`config.mk`:
```
export PLATFORM = sky130hd
export DESIGN_NAME = controller_sysid_timeout
export DESIGN_NICKNAME = d
export VERILOG_FILES = /design/src/rtl/controller_sysid_checker_timeout.sv
export SDC_FILE = /design/constraint.sdc
export NUM_CORES = 1
export LEC_CHECK = 0
export ABC_AREA = 1
export CORE_UTILIZATION = 55
export DETAILED_ROUTE_END_ITERATION = 8
export HOLD_SLACK_MARGIN = 0.1
export PLACE_DENSITY = 0.86
export SYNTH_ARGS = -nofsm -noshare
export SYNTH_HDL_FRONTEND = slang
export SYNTH_SLANG_ARGS = --single-unit
export TNS_END_PERCENT = 30
```
`constraint.sdc`:
```
create_clock -name clock -period 2.3 [get_ports clock]
set_clock_uncertainty 0.15 [all_clocks]
set_input_delay 0.345 -clock clock [delete_from_list [all_inputs] [get_ports clock]]
set_output_delay 0.345 -clock clock [all_outputs]
set_load 0.03 [all_outputs]
```
`src/rtl/controller_sysid_checker_timeout.sv`:
```
// Per-read stall counter: counts enabled cycles and flags the cycle in which
// the stall count reaches TIMEOUT_CYCLES, so the FSM can give up on that edge.
module controller_sysid_timeout #(
  parameter int TIMEOUT_CYCLES = 255
) (
  input  logic clock,
  input  logic reset,
  input  logic clear,
  input  logic enable,
  output logic expired
);

  localparam logic [15:0] LAST_COUNT = 16'(TIMEOUT_CYCLES - 1);

  logic [15:0] count_reg;

  always_ff @(posedge clock or posedge reset) begin
    if (reset) begin
      count_reg <= '0;
    end else if (clear) begin
      count_reg <= '0;
    end else if (enable) begin
      count_reg <= count_reg + 16'd1;
    end
  end

  // The current stalled cycle is the TIMEOUT_CYCLES-th one.
  assign expired = enable && (count_reg == LAST_COUNT);

endmodule

```
**Word-level counts from Yosys, hierarchy flattened**

Index checks and enable logic that the tools add are counted.

- Flip-flop bits (word level): 16
- Word-level logic and storage cells: 7
- Input port bits: 4
- Output and inout port bits: 1

- $add $sub $neg: 1
- Reductions and logical operators: 2
- Multiplexer cells: 2
- Equal/unequal tests: 1

Operator list:

| operator | number |
|---|---|
| 2-to-1 mux 16 bit | 2 |
| adder 16 x 1 -> 16 bit (second input constant) | 1 |
| == test 16 x 8 -> 1 bit (second input constant) | 1 |
| nonzero test 2 bit | 1 |
| logical AND 1 bit | 1 |

**Depth between registers and ports, before layout**

Gate-level depths: netlist of the first run.

- Word-level depth: 3
- Mapped depth: 8
- Mapped depth without buffers: 8

**Worst setup path after synthesis of the first run**

OpenSTA, ideal clock, no wires.

- Path type: register to output
- Start point: register count_reg[12]
- End point: output port expired
- Data required time: 1805 ps
- Slack: 669 ps
- Arrival time: 1136 ps
- Path buffers: 0
- Stages on the path, launching flop included: 4
- Cell sequence: dfrtp_1 -> nor4_1 -> nand2_1 -> nor2_1

- Longest elaborated chain between the ends: 2

RTL lines:

| what | line | RTL |
|---|---|---|
| from (decl) | 15 | `logic [15:0] count_reg;` |
| from (signal assigned) | 23 | `count_reg <= count_reg + 16'd1;` |
| == test 16 x 8 -> 1 bit | 28 | `assign expired = enable && (count_reg == LAST_COUNT);` |
| logical AND 1 bit | 28 |  |
| to (decl) | 10 | `output logic expired` |

No other way between the ends.

**Worst setup path after layout of the first run**

- Start point: input port enable
- End point: output port expired

- Longest elaborated chain between the ends: 1

RTL lines:

| what | line | RTL |
|---|---|---|
| from (decl) | 9 | `input logic enable,` |
| logical AND 1 bit | 28 |  |

No other way between the ends.

==> metrics.txt, run 1 <==
antenna cells=0; GRT Max-Usage Layer=met2; H-tree Lvls=1; FMAX=521.4 MHz; routed wire length per instance=12.07 um; CTS root buf=clkbuf_4; Yosys reg bits=16; fillers=131; Unique masters post-synth=22; Final HPWL DP=1344 um; Critical Path AT=1.42 ns; post-route ant nets=0; Synth Area in Compound Gates=10.25%; relative slew slack=59.51%; met2 Use GR=34.93%; setup ws final=0.3822 ns; worst vdd ir=0.3137 mV; failing checks=DRC; Required @ worst endpoint=1.80 ns; Syn Area/Cell=7.324 um2; area grow syn2layout=7.359%; total gr overflow=0; via/cell ratio=5.424; flop-to-flop setup slack=0.70 ns; gate count of the mapped netlist=130; Port Buf Inserts=4; Crit Reg-Reg Startpoint=count_reg[1]; Core Area=1559 um2; Tcrit/Tclk final=83.38%; Clk pin slew, worst setup/hold paths=0.09 ns; die width=43.61 um; top-count cell post-synth=nand2_1; post-cts sizing count=0; simple-gate share of the synthesized area=37.71%; drt total wl=1823 um; DRC viols=1; GP Congestion=0.8658; final non-filler cell area=1022 um2; startpoint types=primary input; post-synth top area share=42.05%; Iteration-0 DRC Markers=15; FF-to-FF End=count_reg[12]; clk_lat worst skew=0.28 ns; Tot GR Track Use=22.99%; Top FF cell, synth=dfrtp_1; total CTS buffers=3; max reg flops=16; synthesized area=952.2 um2; leading area contributor after synthesis=dfrtp_1; Post-CTS Setup Bufs=0; mux share of post-synthesis cell area=0%; number of global-route vias before repair=756; sequential-to-total area share from yosys stat=42.05%; Setup TNS=0 ns; Crit Path Max Fanout=5; Pre-antenna DRT Iters=6; Crit Path Class=in2out; die height=43.61 um; R2R depth=8; async set-or-reset flop fraction in the synthesized netlist=100.0%; syn_nets=136; pre-CTS setup slack=0.3797 ns; die area=1901 um2; EDFF count, synth=0; max cap viols=0; pwr dens=510.4 nW/um2; # clock sinks=16; post-layout min period=1.918 ns; final hold viol count=0; Nets=143; Synth Warn #=0; worst-margin pin slew=0.6067 ns; CTS Hold Bufs=0; final slew viol count=0; top cells by count, synth=nand2_1 (25), nor2_1 (23), dfrtp_1 (16), inv_1 (14); Setup crit end kind=output port; largest family of logic cells by synthesized area=simple AND/OR/NAND/NOR gates; status=complete, but fails checks; first-pass GRT wire length=3256 um; Pleak=0.4388 nW; via count=819; adder-cell share of the synthesized area=2.628%; Final Util=65.57%; CTS tree=built; RSZ-0062 raised after global routing=no; endpoints failing setup=0; hold crit path type=in2async; global-route met3 utilization=4.583%; row count=14; grt met1 use=32.35%; IO Count=5; Initial Util=61.08%; post-placement cell area=999.7 um2; share of layout cells above drive strength 1=14.07%; largest net degree at the start of global routing=17; Area contributors post-synth=dfrtp_1 (42%), nand2_1 (9.9%), nor2_1 (9.1%); initial antenna violation count=0; clock buffer depth=2; XOR/XNOR share of the synthesized area=0%
-- layout by cell type, fill, tap and decap left out, drive strengths merged --
cell           count
dfrtp             16
a31o               1
nand4              4
nor2              31
clkdlybuf4s50      3
inv               16
nor3b              1
ha                 2
clkbuf             3
nand2             28
and3               1
nand3              9
a21oi              9
buf                1
nor4               1
o21ai              8
nor3               1
-- worst max-delay path by stage --
stage,from,to,slack [ns],cells after the start
after floorplan,count_reg[12],expired,0.67,3
after global placement,enable,expired,0.38,6
after detailed placement,enable,expired,0.38,6
after CTS,enable,expired,0.38,6
after global routing,enable,expired,0.27,6
final,enable,expired,0.38,6
-- kinds of logic after synthesis --
group,after synthesis
buffers and inverters,18
AOI/OAI and AO/OA,18
and+or+nand+nor,76
DFF,16
adders and majority gates,2
-- critical path, stage by stage --
cell	delay (ns)
clkdlybuf4s50_1	0.57
inv_2	0.06
nor2_1	0.09
nand4_1	0.10
nor2_1	0.11
buf_4	0.16
-- through the flow --
stage	instances	power, W	hold slack (ns)
3_5_place_dp	148	0.0003786	0.3791
6_report	151	0.0005217	0.2678
2_1_floorplan	130	0.0003572	0.1087
5_1_grt	151	0.0005464	0.3260
4_1_cts	151	0.0005227	0.3004
3_3_place_gp	148	0.0003744	0.3566
-- layout make-up --
| class | instances | area [um2] | area share (%) |
|---|---|---|---|
| multi-input cells | 96 | 481.7 | 47.12 |
| flip-flops and latches | 16 | 400.4 | 39.17 |
| repair buffers | 4 | 37.54 | 3.672 |
| well taps | 16 | 20.02 | 1.958 |
| inverters | 16 | 60.06 | 5.875 |
| clock buffers | 3 | 22.52 | 2.203 |
-- layer usage --
layer  wire (um)  vias up
met3          94        2
met1         899      362
met2         807       23
met5           0        -
li1            -      432
met4          21        0
-- where the power goes --
group | total (W) | switching (W) | internal (W)
clock | 0.000149 | 0.0000880 | 0.0000609
sequential | 0.000310 | 0.0000151 | 0.000295
combinational | 0.0000627 | 0.0000403 | 0.0000224
(Power assumes the default switching activity.)
==> run 2: changes to the inputs <==
==> constraint.sdc (replaced) <==
create_clock -name clock -period 1.77 [get_ports clock]
set_clock_uncertainty 0.15 [all_clocks]
set_input_delay 0.2655 -clock clock [delete_from_list [all_inputs] [get_ports clock]]
set_output_delay 0.2655 -clock clock [all_outputs]
set_load 0.03 [all_outputs]
==> run 2 against run 1 <==
The flow still finishes with violations (DRC). Sequential power is 30% higher. Register-to-register slack worse by 0.53 ns. Core utilization is 6.1 points higher. Sequential share of layout area is 3.0 points lower. Combinational power is 79% higher. Critical path type is now reg2out. Largest cell class unchanged. Largest power group unchanged.
==> metrics.txt, run 2 (same netlist as run 1, synthesis figures left out) <==
Setup TNS=0 ns; hold worst-path end=count_reg[0]; CTS root buf=clkbuf_4; R2R depth=8; Crit-path slowest cell=dfrtp_1; share of layout cells above drive strength 1=24.31%; drt total wl=2153 um; Crit Path Max Fanout=2; CP bufs+invs=1; antenna cells=0; pwr dens=685.9 nW/um2; Crit Reg-Reg Startpoint=count_reg[1]; DRC viols=1; Worst path max stage delay=0.41 ns; routed wire length per instance=13.46 um; status=complete, but fails checks; Iteration-0 DRC Markers=45; total CTS buffers=3; via/cell ratio=5.563; worst vdd ir=0.5271 mV; RSZ-0062 raised after global routing=yes; worst-margin pin slew=0.3034 ns; first-pass GRT wire length=3560 um; max reg flops=16; Tcrit/Tclk final=99.08%; via count=890; GP Congestion=0.9359; final slew viol count=0; setup ws final=0.01623 ns; CP Launch Point=count_reg[12]; Core Area=1559 um2; initial antenna violation count=0; most common cell after layout, fill and taps aside=nand2_1; relative slew slack=79.75%; final std cells w/o fill=160; H-tree Lvls=1; hold crit path type=in2reg; Final HPWL DP=1490 um; Post-Place Cells=150; flop-to-flop setup slack=0.17 ns; FF-to-FF End=count_reg[12]; fillers=117; startpoint types=flip-flop; Required @ worst endpoint=1.35 ns; Pleak=0.4875 nW; Clk pin slew, worst setup/hold paths=0.10 ns; die height=43.61 um; multi-input logic area=498.0 um2; CP Cell Sequence=nor4_2, nand2_1, nor2_1, buf_4; clk_lat worst skew=0.30 ns; Tot GR Track Use=25.79%; WHS=0.3313 ns; Crit Path Class=reg2out; largest net degree at the start of global routing=15; Setup crit end kind=output port; pre-CTS setup slack=-0.007408 ns; post-layout min period=1.754 ns; die area=1901 um2; Top delay family on crit path=simple AND/OR/NAND/NOR gates; endpoints failing setup=0; # clock sinks=16; die width=43.61 um; Pre-antenna DRT Iters=6; commonest cells after routing, fill and taps aside=nand2_1 (24), nor2_1 (23), inv_1 (13), dfrtp_1 (13); Critical Path AT=1.34 ns; FMAX=570.2 MHz; row count=14; failing checks=DRC; CTS tree=built; FF/Latch Area=404.1 um2; max cap viols=0; post-route ant nets=0; Port Buf Inserts=4; number of global-route vias before repair=798; final hold viol count=0; area grow syn2layout=17.35%; clock buffer depth=2; hold depth=3; Initial Util=61.08%; hold path startpoint=enable; Nets=151; IO Count=5; total gr overflow=0
[run 2: changes by cell type in the layout (fill, tap and decap cells not counted), sizes merged]
cell           previous run  this run
buf                       1         8
clkdlybuf4s50             3         2
dlygate4sd3               0         1
clkbuf                    3         4
dlygate4sd2               0         1
[run 2: worst reg2reg max path, cell delays in order (launching register included)]
cell and delay [ns]:
dfrtp_1 0.45, ha_2 0.26, inv_1 0.05, nor2_1 0.17, nand2_2 0.09, nor2_4 0.14, nand3_1 0.09, nand2_1 0.07
nor2_1 0.04
[run 2: worst max path at each step]
stage | to | slack, ns | cells past startpoint
after global placement | expired | 0.01 | 6
after CTS | expired | 0.02 | 5
after global routing | expired | -0.03 | 5
after detailed placement | expired | -0.007 | 6
after floorplan | expired | 0.22 | 3
final | expired | 0.02 | 4
[run 2: timing repair]
item,4_1_cts,5_1_grt
buffers inserted,4,1
gates cloned,0,0
gates resized for setup,2,7
pin swaps,0,2
endpoints found under the hold margin,7,0
hold buffers,1,0
setup endpoints to repair,1,4
[run 2: per-layer routing]
| metal | vias up | share of wire [%] | GRT usage [%] |
|---|---|---|---|
| met1 | 419 | 48 | 36.49 |
| met2 | 23 | 47 | 39.70 |
| li1 | 445 | - | - |
| met4 | 0 | 0.84 | 6.250 |
| met5 | - | 0 | 0 |
| met3 | 3 | 4.3 | 6.667 |
[run 2: layout make-up]
cell class | instances | area share (%)
sequential | 16 | 36.17
multi-input combinational | 96 | 44.57
timing repair buffer | 12 | 8.847
clock buffer | 4 | 3.247
tap | 16 | 1.792
inverter | 16 | 5.375
[run 2: report_power, final]
| group | total (W) | leakage [nW] | internal, W | switching [W] |
|---|---|---|---|---|
| clock | 0.000251 | 0.0210 | 0.000126 | 0.000126 |
| combinational | 0.000112 | 0.250 | 0.0000471 | 0.0000645 |
| sequential | 0.000404 | 0.216 | 0.000384 | 0.0000199 |
| total | 0.000766 | 0.487 | 0.000556 | 0.000210 |
[run 2: stage by stage]
stage,total power [W],utilization (%),area [um2]
6_report,0.0007664,71.67,1117
3_5_place_dp,0.0005014,65.09,1015
4_1_cts,0.0007596,70.30,1096
2_1_floorplan,0.0004642,-,952.2
5_1_grt,0.0008052,71.67,1117
3_3_place_gp,0.0004900,65.09,1015
